`src/rtl/id_ex_reg.sv`:
```
// ID/EX pipeline register: carries ID-stage operands and decoded controls into EX.
// Latency: 1 cycle from *_D to *_E when neither stall_E nor flush_E is asserted.
// Backpressure: stall_E holds every register; flush_E overrides stall_E and inserts a bubble.
//
// Ports:
//   clk, rst_n        pipeline clock, synchronous active-low reset
//   stall_E, flush_E  hazard-unit hold / bubble requests (flush wins)
//   *_D               ID-stage instruction fields, valid_D marks a real instruction
//   *_E               registered copies presented to EX, valid_E marks a real instruction
//   bubble_cnt        saturating count of flush bubbles since reset
module id_ex_reg #(
    parameter int XLEN  = 32,
    parameter int CNT_W = 16
) (
    input  logic             clk,
    input  logic             rst_n,
    input  logic             stall_E,
    input  logic             flush_E,
    input  logic             valid_D,
    input  logic [3:0]       ALUControl_D,
    input  logic             RegWrite_D,
    input  logic             MemWrite_D,
    input  logic             Jump_D,
    input  logic             Branch_D,
    input  logic             ALUSrc_D,
    input  logic [1:0]       ResultSrc_D,
    input  logic [2:0]       funct3_D,
    input  logic [XLEN-1:0]  RD1_D,
    input  logic [XLEN-1:0]  RD2_D,
    input  logic [XLEN-1:0]  ImmExt_D,
    input  logic [XLEN-1:0]  PC_D,
    input  logic [XLEN-1:0]  PCPlus4_D,
    input  logic [4:0]       Rs1_D,
    input  logic [4:0]       Rs2_D,
    input  logic [4:0]       Rd_D,
    output logic             valid_E,
    output logic [3:0]       ALUControl_E,
    output logic             RegWrite_E,
    output logic             MemWrite_E,
    output logic             Jump_E,
    output logic             Branch_E,
    output logic             ALUSrc_E,
    output logic [1:0]       ResultSrc_E,
    output logic [2:0]       funct3_E,
    output logic [XLEN-1:0]  RD1_E,
    output logic [XLEN-1:0]  RD2_E,
    output logic [XLEN-1:0]  ImmExt_E,
    output logic [XLEN-1:0]  PC_E,
    output logic [XLEN-1:0]  PCPlus4_E,
    output logic [4:0]       Rs1_E,
    output logic [4:0]       Rs2_E,
    output logic [4:0]       Rd_E,
    output logic [CNT_W-1:0] bubble_cnt
);

    logic             valid_q,      valid_d;
    logic [3:0]       alu_ctrl_q,   alu_ctrl_d;
    logic             reg_write_q,  reg_write_d;
    logic             mem_write_q,  mem_write_d;
    logic             jump_q,       jump_d;
    logic             branch_q,     branch_d;
    logic             alu_src_q,    alu_src_d;
    logic [1:0]       result_src_q, result_src_d;
    logic [2:0]       funct3_q,     funct3_d;
    logic [XLEN-1:0]  rd1_q,        rd1_d;
    logic [XLEN-1:0]  rd2_q,        rd2_d;
    logic [XLEN-1:0]  imm_ext_q,    imm_ext_d;
    logic [XLEN-1:0]  pc_q,         pc_d;
    logic [XLEN-1:0]  pc_plus4_q,   pc_plus4_d;
    logic [4:0]       rs1_q,        rs1_d;
    logic [4:0]       rs2_q,        rs2_d;
    logic [4:0]       rd_q,         rd_d;
    logic [CNT_W-1:0] bubble_cnt_q, bubble_cnt_d;

    always_comb begin
        // Default: hold (covers stall_E without flush_E).
        valid_d      = valid_q;
        alu_ctrl_d   = alu_ctrl_q;
        reg_write_d  = reg_write_q;
        mem_write_d  = mem_write_q;
        jump_d       = jump_q;
        branch_d     = branch_q;
        alu_src_d    = alu_src_q;
        result_src_d = result_src_q;
        funct3_d     = funct3_q;
        rd1_d        = rd1_q;
        rd2_d        = rd2_q;
        imm_ext_d    = imm_ext_q;
        pc_d         = pc_q;
        pc_plus4_d   = pc_plus4_q;
        rs1_d        = rs1_q;
        rs2_d        = rs2_q;
        rd_d         = rd_q;
        bubble_cnt_d = bubble_cnt_q;

        if (flush_E) begin
            // Full bubble: ALU op = add and Rd = x0, so nothing downstream
            // (writeback, memory, forwarding) can react to it.
            valid_d      = 1'b0;
            alu_ctrl_d   = 4'b0000;
            reg_write_d  = 1'b0;
            mem_write_d  = 1'b0;
            jump_d       = 1'b0;
            branch_d     = 1'b0;
            alu_src_d    = 1'b0;
            result_src_d = 2'b00;
            funct3_d     = 3'b000;
            rd1_d        = '0;
            rd2_d        = '0;
            imm_ext_d    = '0;
            pc_d         = '0;
            pc_plus4_d   = '0;
            rs1_d        = '0;
            rs2_d        = '0;
            rd_d         = '0;
            if (bubble_cnt_q != {CNT_W{1'b1}}) begin
                bubble_cnt_d = bubble_cnt_q + 1'b1;
            end
        end else if (!stall_E) begin
            valid_d      = valid_D;
            // ALU code is forwarded verbatim, reserved encodings included.
            alu_ctrl_d   = ALUControl_D;
            // Main-decoder controls are squashed for an ID bubble so stale
            // decode values never produce side effects in later stages.
            reg_write_d  = valid_D & RegWrite_D;
            mem_write_d  = valid_D & MemWrite_D;
            jump_d       = valid_D & Jump_D;
            branch_d     = valid_D & Branch_D;
            alu_src_d    = valid_D & ALUSrc_D;
            result_src_d = valid_D ? ResultSrc_D : 2'b00;
            funct3_d     = funct3_D;
            rd1_d        = RD1_D;
            rd2_d        = RD2_D;
            imm_ext_d    = ImmExt_D;
            pc_d         = PC_D;
            pc_plus4_d   = PCPlus4_D;
            rs1_d        = Rs1_D;
            rs2_d        = Rs2_D;
            rd_d         = Rd_D;
        end
    end

    always_ff @(posedge clk) begin
        if (!rst_n) begin
            valid_q      <= 1'b0;
            alu_ctrl_q   <= 4'b0000;
            reg_write_q  <= 1'b0;
            mem_write_q  <= 1'b0;
            jump_q       <= 1'b0;
            branch_q     <= 1'b0;
            alu_src_q    <= 1'b0;
            result_src_q <= 2'b00;
            funct3_q     <= 3'b000;
            rd1_q        <= '0;
            rd2_q        <= '0;
            imm_ext_q    <= '0;
            pc_q         <= '0;
            pc_plus4_q   <= '0;
            rs1_q        <= '0;
            rs2_q        <= '0;
            rd_q         <= '0;
            bubble_cnt_q <= '0;
        end else begin
            valid_q      <= valid_d;
            alu_ctrl_q   <= alu_ctrl_d;
            reg_write_q  <= reg_write_d;
            mem_write_q  <= mem_write_d;
            jump_q       <= jump_d;
            branch_q     <= branch_d;
            alu_src_q    <= alu_src_d;
            result_src_q <= result_src_d;
            funct3_q     <= funct3_d;
            rd1_q        <= rd1_d;
            rd2_q        <= rd2_d;
            imm_ext_q    <= imm_ext_d;
            pc_q         <= pc_d;
            pc_plus4_q   <= pc_plus4_d;
            rs1_q        <= rs1_d;
            rs2_q        <= rs2_d;
            rd_q         <= rd_d;
            bubble_cnt_q <= bubble_cnt_d;
        end
    end

    assign valid_E      = valid_q;
    assign ALUControl_E = alu_ctrl_q;
    assign RegWrite_E   = reg_write_q;
    assign MemWrite_E   = mem_write_q;
    assign Jump_E       = jump_q;
    assign Branch_E     = branch_q;
    assign ALUSrc_E     = alu_src_q;
    assign ResultSrc_E  = result_src_q;
    assign funct3_E     = funct3_q;
    assign RD1_E        = rd1_q;
    assign RD2_E        = rd2_q;
    assign ImmExt_E     = imm_ext_q;
    assign PC_E         = pc_q;
    assign PCPlus4_E    = pc_plus4_q;
    assign Rs1_E        = rs1_q;
    assign Rs2_E        = rs2_q;
    assign Rd_E         = rd_q;
    assign bubble_cnt   = bubble_cnt_q;

endmodule

```
`config.mk`:
```
export PLATFORM = sky130hd
export DESIGN_NAME = id_ex_reg
export DESIGN_NICKNAME = d
export VERILOG_FILES = /design/src/rtl/id_ex_reg.sv
export SDC_FILE = /design/constraint.sdc
export NUM_CORES = 1
export LEC_CHECK = 0
export ABC_CLOCK_PERIOD_IN_PS = 1700
export CAP_MARGIN = 20
export CORE_MARGIN = 5
export CORE_UTILIZATION = 30
export DETAILED_ROUTE_END_ITERATION = 10
export PLACE_DENSITY_LB_ADDON = 0.1
export SLEW_MARGIN = 20
export SYNTH_ARGS = -nofsm -noshare
export SYNTH_HDL_FRONTEND = slang
export SYNTH_SLANG_ARGS = --single-unit
```
`constraint.sdc`:
```
create_clock -name clk -period 1.7 [get_ports clk]
set_clock_uncertainty 0.15 [all_clocks]
set_input_delay 0.51 -clock clk [delete_from_list [all_inputs] [get_ports clk]]
set_output_delay 0.51 -clock clk [all_outputs]
set_load 0.01 [all_outputs]
```
==> reports/metrics.yaml, run 1 <==
worst_setup_path:
  worst_path_max_delay_cell: "dfxtp_4"
  path_class: "reg -> out"
  critPathLaunchType: "flop"
  r2r-start: "bubble_cnt[0]$_SDFFE_PN0P_"
  rr_worst_depth: 5
  r2r-end: "bubble_cnt[0]$_SDFFE_PN0P_"
  path_max_fanout: 6
  worstPathRequired_ps: 1040
  critPathCaptureType: "output pin"
  slowest_delay_ps: 390
  worstPathCellList: "buf_6"
  crit_family: "flip-flops"
  crit_arrival_ps: 1010
  crit_buf_inv: 1
  r2r_slack_ps: 50
place:
  hpwl_um: 19400
  dpl_cell_area_um2: 12300
  dp.cells: 1446
  io_buffers: 399
  place_congestion: 0.775
timing:
  rsz0062_at_grt: "true"
  relSlewSlack: 0.616
  finalHoldViolCount: 0
  drv_slew: 0
  min_period_ps: 1670
  fin_setup_tns_ps: 0
  setup_viol: 0
  final.period_utilization: 0.981
  worstMarginPinSlew_ps: 575
  fmax_mhz: 600
cts:
  htreeDepth: 1
  cts.sinks: 206
  worstSkewPairLatency_ps: 510
  cts_hold_buf: 0
  numCtsBuffers: 25
  cts-root-buf: "clkbuf_16"
  path_clk_slew_ps: 60
  cts_tree: "yes"
  clock_path_buffers: 3
power:
  total_power_uw: 12000
  p_per_area_nw_per_um2: 952
  p_seq_frac: 0.422
  p_leak_uw: 0.00595
  p_int_uw: 9280
  ir_worst_vdd_mv: 0.548
  p_comb_frac: 0.117
  p_sw_uw: 2690
  swShare: 0.225
  clkPwrFrac: 0.461
cells_and_area:
  final_common_cell: "clkdlybuf4s50_1"
  layout-drive-gt1-share: 0.315
  nets: 1348
  final_cells: 1499
  final_area_um2: 12600
  utilization: 0.505
  num_antenna_cells: 0
  area_delta_synth_final_pct: 67.4
  layout_common_cells: "clkdlybuf4s50_1, nor2_1, mux2i_1, dfxtp_1, buf_2"
detailed_routing:
  route.antenna.remaining_nets: 0
  drt-initial-drc-count: 213
  num_vias: 6563
  drt_wl_total_um: 25700
  viasPerCell: 4.38
  wire_per_inst_um: 17.2
  drcViolationCount: 0
  drt-pass1-iter-count: 4
synthesis:
  synth_ff_type: "dfxtp_1"
  syn_area_um2: 7510
  synth_edf_count: 0
  ys_types: 35
  synth_top_area_frac: 0.549
  avgSynthCellArea_um2: 10.5
  syn_inst: 713
  synthTopCellsByArea: "dfxtp_1, mux2i_1, nor2_1"
  ys_ff_latch: 206
  syn-num-nets: 908
  async_reset_ff_frac: 0
  ys_seq_area_frac: 0.549
  synth_area_leader_cell: "dfxtp_1"
  yosysWarningCount: 0
global_routing:
  antenna_found_initial: 0
  grt_pass1_wl_um: 39300
  grt_overflow_total: 0
  grt_max_degree: 32
  grt_pass1_vias: 6828
  track_usage: 0.173
worst_hold_path:
  holdPathStages: 3
  hp-class: "in -> reg"
  hp-start: "stall_E"
  worstHoldEndpoint: "Rs2_E[0]$_SDFFE_PP0N_"
floorplan:
  num_rows: 58
  die-area_um2: 28300
  core_um2: 24900
  ioPinCount: 400
  start_util: 0.302
  fp.dieW_um: 168
  die_y_um: 168
job:
  cap_violations: 0
run_status:
  status: "completed"
worst reg2reg max path: stages (launching register included):
cell     delay (ps)
dfxtp_4         360
ha_2            220
nand3_2         130
o41ai_4         410
xnor2_1          90
and2_1          170
flip-flops by register name (all words and copies together) (netlist names), 2 cells and up:
signal and flops:
PC_E 32, ImmExt_E 32, RD1_E 32, ALUControl_E 4, Rd_E 5, bubble_cnt 16
PCPlus4_E 32, RD2_E 32, funct3_E 3, Rs2_E 5, Rs1_E 5, ResultSrc_E 2
worst max path at each step:
stage,from,to,slack (ps),depth (start not counted)
after floorplan,bubble_cnt[3]$_SDFFE_PN0P_,bubble_cnt[11]$_SDFFE_PN0P_,3,4
after global placement,flush_E,bubble_cnt[14]$_SDFFE_PN0P_,-450,5
after detailed placement,flush_E,bubble_cnt[14]$_SDFFE_PN0P_,-440,5
after CTS,bubble_cnt[8]$_SDFFE_PN0P_,bubble_cnt[8],3,1
after global routing,bubble_cnt[4]$_SDFFE_PN0P_,bubble_cnt[11]$_SDFFE_PN0P_,-20,5
final,bubble_cnt[14]$_SDFFE_PN0P_,bubble_cnt[14],30,1
area by class of cell:
cell class	instances	area, µm²
flip-flops and latches	206	4200
multi-input cells	461	3280
clock inverters	10	158
repair buffers	458	3820
fillers	2378	12300
well taps	330	413
clock buffers	33	696
inverters	1	3.75
per-stage QoR:
stage | worst slack (ps) | hold slack (ps)
floorplan | 2.77 | 367
global placement | -449 | 323
detailed placement | -441 | 330
CTS | 2.59 | 235
global route | -22.7 | 247
finish | 32.6 | 259
synth_stat cells, drive strengths merged, types with 4 or more instances:
library cell and count:
mux2i 189, nand3 5, nor2 192, o21ai 4, nand2b 8, and2 5
nand2 15, nand4 7, dfxtp 206, a22oi 7, buf 30, clkbuf 15
repair_timing:
item | 4_1_cts | 5_1_grt
gates resized for setup | 860 | 83
pin swaps | 0 | 7
setup buffers | 10 | 0
setup endpoints to repair | 207 | 67
power by group through the flow:
stage / Combinational (µW) / Clock (µW) / Sequential (µW)
floorplan: 491 / 0 / 5230
global placement: 1520 / 0 / 5160
detailed placement: 1520 / 0 / 5160
CTS: 1390 / 5720 / 5040
global route: 1510 / 5930 / 5070
finish: 1400 / 5520 / 5050
cell families after synthesis:
group           share of synthesized area
mux                                 0.252
simple gates                        0.139
fa+ha+maj                         0.00167
buf+inv                            0.0278
flops                               0.549
xor+xnor                          0.00467
compound gates                     0.0258
per-layer routing:
layer,track usage,wire length [µm]
met5,0,0
met4,0.0572,830
met3,0.0686,2560
met2,0.300,12400
met1,0.193,9910
No activity file was read; power rests on OpenSTA's default activity.
==> inputs of run 2 (changes only) <==
Settings changed: ABC_AREA set to 1, ABC_CLOCK_PERIOD_IN_PS 1700 to 2100, CTS_CLUSTER_DIAMETER set to 100.
Clock period 1.7 ns to 2.1 ns, I/O delays scaled along.
==> reports/metrics.yaml, run 2 <==
run_status:
  status: "completed"
power:
  p_seq_frac: 0.433  # +0.011
  p_sw_uw: 2150  # -20%
  clkPwrFrac: 0.458  # -0.003
  p_per_area_nw_per_um2: 756  # -21%
  p_int_uw: 7270  # -22%
  p_leak_uw: 0.00564  # -5.2%
  p_comb_frac: 0.109  # -0.008
  ir_worst_vdd_mv: 0.523  # -4.6%
  swShare: 0.228  # +0.00379
timing:
  whs_ps: 308  # +48.8 ps
  worstMarginPinSlew_ps: 604  # +29.0 ps
  setup_viol: 0  # unchanged
  relSlewSlack: 0.597  # -0.0186
  rsz0062_at_grt: "false"
  final.period_utilization: 0.970
  min_period_ps: 2040
  fmax_mhz: 491
  fin_setup_tns_ps: 0  # unchanged
  drv_slew: 0  # unchanged
  finalHoldViolCount: 0  # unchanged
floorplan:
  fp.dieW_um: 168  # -0.42%
  die-area_um2: 28100  # -0.83%
  die_y_um: 168  # -0.42%
  ioPinCount: 400  # unchanged
  num_rows: 57  # -1.7%
  core_um2: 24400  # -2.0%
  start_util: 0.305  # +0.00347
detailed_routing:
  drcViolationCount: 0  # unchanged
  drt-initial-drc-count: 480  # +130%
  drt_wl_total_um: 28000  # +8.6%
  num_vias: 7664  # +17%
  route.antenna.remaining_nets: 0  # unchanged
  viasPerCell: 4.50  # +2.8%
  wire_per_inst_um: 16.4  # -4.3%
  drt-pass1-iter-count: 4  # unchanged
global_routing:
  use_met1: 0.220  # +0.0267
  antenna_found_initial: 2  # +2
  grt_overflow_total: 0  # unchanged
  busiest_layer: "met2"
  grt_pass1_vias: 7358  # +7.8%
  use_met3: 0.0705  # +0.00192
  grt_util_met2: 0.309  # +0.00875
  grt_max_degree: 117  # +270%
  track_usage: 0.186  # +0.0136
  grt_pass1_wl_um: 42600  # +8.3%
synthesis:
  ys_types: 25  # -29%
  yosys.area_share.simple: 0.255  # +0.116
  synthTopCellsByCount: "nand2_1, dfxtp_1, a21oi_1"
  synth_compound_area_frac: 0.140  # +0.114
  synth_top_family_by_area: "simple AND/OR/NAND/NOR gates"
  yosysWarningCount: 0  # unchanged
  avgSynthCellArea_um2: 7.67  # -27%
  synth_top_area_frac: 0.554  # +0.00489
  synth_ff_type: "dfxtp_1"
  ys_seq_area_frac: 0.554  # +0.00489
  syn_area_um2: 7440  # -0.88%
  synth_area_leader_cell: "dfxtp_1"
  synth_edf_count: 0  # unchanged
  async_reset_ff_frac: 0  # unchanged
  synth-adder-area-share: 0.00168  # +0.0000148
  yosysMostFrequentCell: "nand2_1"
  syn_inst: 970  # +36%
  synthTopCellsByArea: "dfxtp_1, nand2_1, a21oi_1"
  ys_ff_latch: 206  # unchanged
  synth-xor-area-share: 0.00353  # -0.00114
  syn-num-nets: 1165  # +28%
  synthMuxAreaShare: 0  # -0.252
worst_setup_path:
  crit_family: "flip-flops"
  worstPathRequired_ps: 1320  # +280 ps
  critPathLaunchType: "flop"
  worst_path_max_delay_cell: "dfxtp_1"
  slowest_delay_ps: 430  # +40 ps
  crit_arrival_ps: 1260  # +250 ps
  worstPathCellList: "dlygate4sd2_1"
  crit_buf_inv: 1  # unchanged
  critPathCaptureType: "output pin"
  path_class: "reg -> out"
  path_max_fanout: 5  # -1
cts:
  htreeDepth: 1  # unchanged
  cts_tree: "yes"
  worstSkewPairLatency_ps: 510  # about the same
  cts.sinks: 206  # unchanged
  path_clk_slew_ps: 60  # about the same
  numCtsBuffers: 24  # -4.0%
  cts-root-buf: "clkbuf_16"
  cts_setup_buffers: 0  # -10
  clock_path_buffers: 3  # unchanged
place:
  io_buffers: 399  # unchanged
  place_congestion: 0.836  # +7.9%
  hpwl_um: 20300  # +4.8%
cells_and_area:
  nFillCells: 2447  # +2.9%
  layout_common_cells: "nand2_1, dlygate4sd2_1, dfxtp_1, a21oi_1, clkdlybuf4s50_1"
  layout-drive-gt1-share: 0.0661  # -0.249
  layout.area.seq_um2: 4130  # -1.7%
  final_common_cell: "nand2_1"
  multi_input_area_um2: 2990  # -8.9%
  nets: 1555  # +15%
  area_delta_synth_final_pct: 67.4  # about the same
job:
  cap_violations: 0  # unchanged
worst_hold_path:
  hp-class: "reg -> reg"
## run 2: cell types whose count changed after synthesis, moves of 7 or more
cell	previous run	this run
nand2b_1	8	0
a21oi_1	1	202
nand3_1	5	12
nand2_1	15	423
mux2i_1	189	0
inv_1	1	12
nor2_1	192	29
clkbuf_1	15	30
a22oi_1	7	0
## run 2: power groups by stage
stage	clock network [µW]	registers [µW]	logic, µW
after floorplan	0	4220	321
after global placement	0	4170	1120
after detailed placement	0	4170	1120
after CTS	4450	4080	1040
after global routing	4610	4090	1120
final	4310	4080	1030
## run 2: per-stage QoR
stage                      util  instance area [µm²]  std cells  total power (µW)  worst slack (ps)
after floorplan               -                 7440        970              4550               479
after global placement    0.487                11900       1658              5280              48.2
after detailed placement  0.487                11900       1658              5290              26.1
after CTS                 0.511                12500       1701              9580              16.9
after global routing      0.511                12500       1702              9820              12.6
final                     0.511                12500       1702              9420              63.2
## run 2: cells by family after synthesis
logic type	Yosys count
AND/OR/NAND/NOR	478
flip-flops	206
AO/OA/AOI/OAI	205
buffers and inverters	77
XOR/XNOR	3
adder cells (fa/ha/maj)	1
## run 2: area by class of cell
type | instances | area share
antenna | 1 | 0.000201
clock buffer | 35 | 0.0597
clock inverter | 8 | 0.00743
inverter | 13 | 0.00432
multi-input combinational | 687 | 0.240
sequential | 206 | 0.331
tap | 324 | 0.0325
timing repair buffer | 428 | 0.325
## run 2: path summary, 6_finish.rpt
| check | from | end | slack, ps | cells after the start |
|---|---|---|---|---|
| min | RD2_E[25]$_SDFFE_PP0N_ | RD2_E[25]$_SDFFE_PP0N_ | 310 | 2 |
| max reg2reg | bubble_cnt[0]$_SDFFE_PN0P_ | bubble_cnt[15]$_SDFFE_PN0P_ | 360 | 6 |
| max | bubble_cnt[3]$_SDFFE_PN0P_ | bubble_cnt[3] | 60 | 1 |
| min reg2reg | RD2_E[25]$_SDFFE_PP0N_ | RD2_E[25]$_SDFFE_PP0N_ | 310 | 2 |
## run 2: per-layer routing
metal,vias to the layer above,wire length (µm)
met5,-,7
met1,3409,11300
met4,2,1100
li1,3890,-
met3,58,2650
met2,305,12900
## run 2: timing repair
action | in CTS | in global routing
hold endpoints to repair | 0 | 0
hold buffers | 0 | 0
resized for setup | 208 | 1
endpoints found under the setup margin | 206 | 1
==> inputs of run 3 (changes only) <==
Settings changed: RECOVER_POWER set to 100.
==> reports/metrics.yaml, run 3 (synthesis gave the netlist of run 2 again) <==
timing:
  finalHoldViolCount: 0  # unchanged
  fin_setup_tns_ps: 0  # unchanged
  drv_slew: 0  # unchanged
  setup_viol: 0  # unchanged
  relSlewSlack: 0.604  # +0.00686
  min_period_ps: 2040  # +0.763 ps
  fin_ws_ps: 62.4  # -0.763 ps
  rsz0062_at_grt: "false"
  fmax_mhz: 491  # about the same
  worstMarginPinSlew_ps: 594  # -10.3 ps
  final.period_utilization: 0.970  # about the same
floorplan:
  start_util: 0.305  # unchanged
  die_y_um: 168  # unchanged
  die-area_um2: 28100  # unchanged
  num_rows: 57  # unchanged
  core_um2: 24400  # unchanged
  fp.dieW_um: 168  # unchanged
  ioPinCount: 400  # unchanged
place:
  dp.cells: 1658  # unchanged
  pre_cts_ws_ps: 26.1  # unchanged
  io_buffers: 399  # unchanged
  hpwl_um: 20300  # unchanged
  place_congestion: 0.836  # unchanged
detailed_routing:
  wire_per_inst_um: 16.4  # unchanged
  route.antenna.remaining_nets: 0  # unchanged
  viasPerCell: 4.51  # +0.26%
  drt_wl_total_um: 28000  # unchanged
  drt-pass1-iter-count: 4  # unchanged
  drcViolationCount: 0  # unchanged
  num_vias: 7684  # +0.26%
  drt-initial-drc-count: 501  # +4.4%
worst_setup_path:
  slowest_delay_ps: 430  # about the same
  path_max_fanout: 5  # unchanged
  rr_worst_depth: 6  # unchanged
  critPathCaptureType: "output pin"
  r2r-end: "bubble_cnt[15]$_SDFFE_PN0P_"
  worstPathCellList: "dlygate4sd2_1"
  worstPathRequired_ps: 1320  # about the same
  crit_family: "flip-flops"
  path_class: "reg -> out"
  crit_buf_inv: 1  # unchanged
  crit_arrival_ps: 1260  # about the same
  critPathLaunchType: "flop"
  r2r-start: "bubble_cnt[0]$_SDFFE_PN0P_"
  worst_path_max_delay_cell: "dfxtp_1"
  r2r_slack_ps: 230  # -130 ps
worst_hold_path:
  worstHoldEndpoint: "RD2_E[25]$_SDFFE_PP0N_"
  hp-start: "RD2_E[25]$_SDFFE_PP0N_"
  holdPathStages: 2  # unchanged
  hp-class: "reg -> reg"
cts:
  path_clk_slew_ps: 60  # about the same
  cts_tree: "yes"
  clock_path_buffers: 3  # unchanged
  cts.sinks: 206  # unchanged
  htreeDepth: 1  # unchanged
  worstSkewPairLatency_ps: 510  # about the same
  cts-root-buf: "clkbuf_16"
  cts_hold_buf: 0  # unchanged
  numCtsBuffers: 24  # unchanged
cells_and_area:
  layout.area.seq_um2: 4130  # about the same
  final_common_cell: "nand2_1"
  nets: 1555  # unchanged
  layout-drive-gt1-share: 0.0610  # -0.00508
  utilization: 0.508  # -0.00308
  final_cells: 1702  # unchanged
  multi_input_area_um2: 2970  # -0.71%
  area_delta_synth_final_pct: 66.3
  nFillCells: 2454  # +0.29%
  layout_common_cells: "nand2_1, dlygate4sd2_1, dfxtp_1, a21oi_1, clkdlybuf4s50_1"
power:
  clkPwrFrac: 0.459  # about the same
  p_seq_frac: 0.434  # about the same
  p_sw_uw: 2150  # about the same
  swShare: 0.229  # +0.000329
  p_leak_uw: 0.00559  # -0.85%
  p_comb_frac: 0.108  # about the same
  p_int_uw: 7250  # -0.16%
  p_per_area_nw_per_um2: 760  # +0.49%
  total_power_uw: 9410  # -0.12%
  ir_worst_vdd_mv: 0.523  # about the same
run_status:
  status: "completed"
global_routing:
  grt_pass1_vias: 7358  # unchanged
  grt_max_degree: 117  # unchanged
  antenna_found_initial: 2  # unchanged
  grt_overflow_total: 0  # unchanged
  track_usage: 0.186  # unchanged
  grt_pass1_wl_um: 42600  # unchanged
job:
  cap_violations: 0  # unchanged
[run 3: changes by cell type in the layout (fill, tap and decap cells not counted), moves of 2 or more]
cell      before  now
clkbuf_2       0    3
nor2_1        29   31
buf_4         22   17
nor2_2         2    0
buf_12         7    4
clkbuf_1       2    4
clkbuf_4       0    3
[run 3: power by group through the flow]
stage | clock (µW) | sequential, µW | combinational (µW)
detailed placement | 0 | 4170 | 1120
global placement | 0 | 4170 | 1120
CTS | 4450 | 4080 | 1040
finish | 4310 | 4080 | 1010
floorplan | 0 | 4220 | 321
global route | 4610 | 4090 | 1100
[run 3: worst max path at each step]
stage / from / endpoint / slack (ps) / depth (start not counted)
after global routing: bubble_cnt[10]$_SDFFE_PN0P_ / bubble_cnt[10] / 10 / 1
after floorplan: bubble_cnt[0]$_SDFFE_PN0P_ / bubble_cnt[15]$_SDFFE_PN0P_ / 480 / 7
final: bubble_cnt[3]$_SDFFE_PN0P_ / bubble_cnt[3] / 60 / 1
after global placement: flush_E / bubble_cnt[9]$_SDFFE_PN0P_ / 50 / 8
after detailed placement: flush_E / bubble_cnt[9]$_SDFFE_PN0P_ / 30 / 8
after CTS: bubble_cnt[8]$_SDFFE_PN0P_ / bubble_cnt[8] / 20 / 1
[run 3: stage by stage]
stage / hold WS [ps] / cell area, µm²
after floorplan: 331 / 7440
after global placement: 299 / 11900
after detailed placement: 304 / 11900
after CTS: 311 / 12500
after global routing: 322 / 12400
final: 308 / 12400
[run 3: final cells by class]
type / count / share of cell area
diodes: 1 / 0.000202
well taps: 324 / 0.0327
multi-input cells: 687 / 0.240
clock buffers: 35 / 0.0600
flip-flops and latches: 206 / 0.333
clock inverters: 8 / 0.00748
inverters: 13 / 0.00435
repair buffers: 428 / 0.322
[run 3: worst register-to-register path, cell delays in order, from the launching register on]
cell,delay (ps)
dfxtp_1,410
ha_1,210
inv_1,80
nor2_4,170
nand4_2,410
a21oi_1,280
nor2_1,70
[run 3: repair_timing]
item / in CTS / in global routing
cloned: 0 / 0
resized for setup: 208 / 1
buffers inserted: 0 / 0
setup endpoints to repair: 206 / 1
hold endpoints to repair: 0 / 0
[run 3: layer usage]
layer	up-vias	wire length, µm	GRT usage
li1	3885	-	-
met1	3429	11300	0.220
met2	308	12900	0.309
met3	60	2640	0.0705
met4	2	1120	0.0702
met5	-	7	0
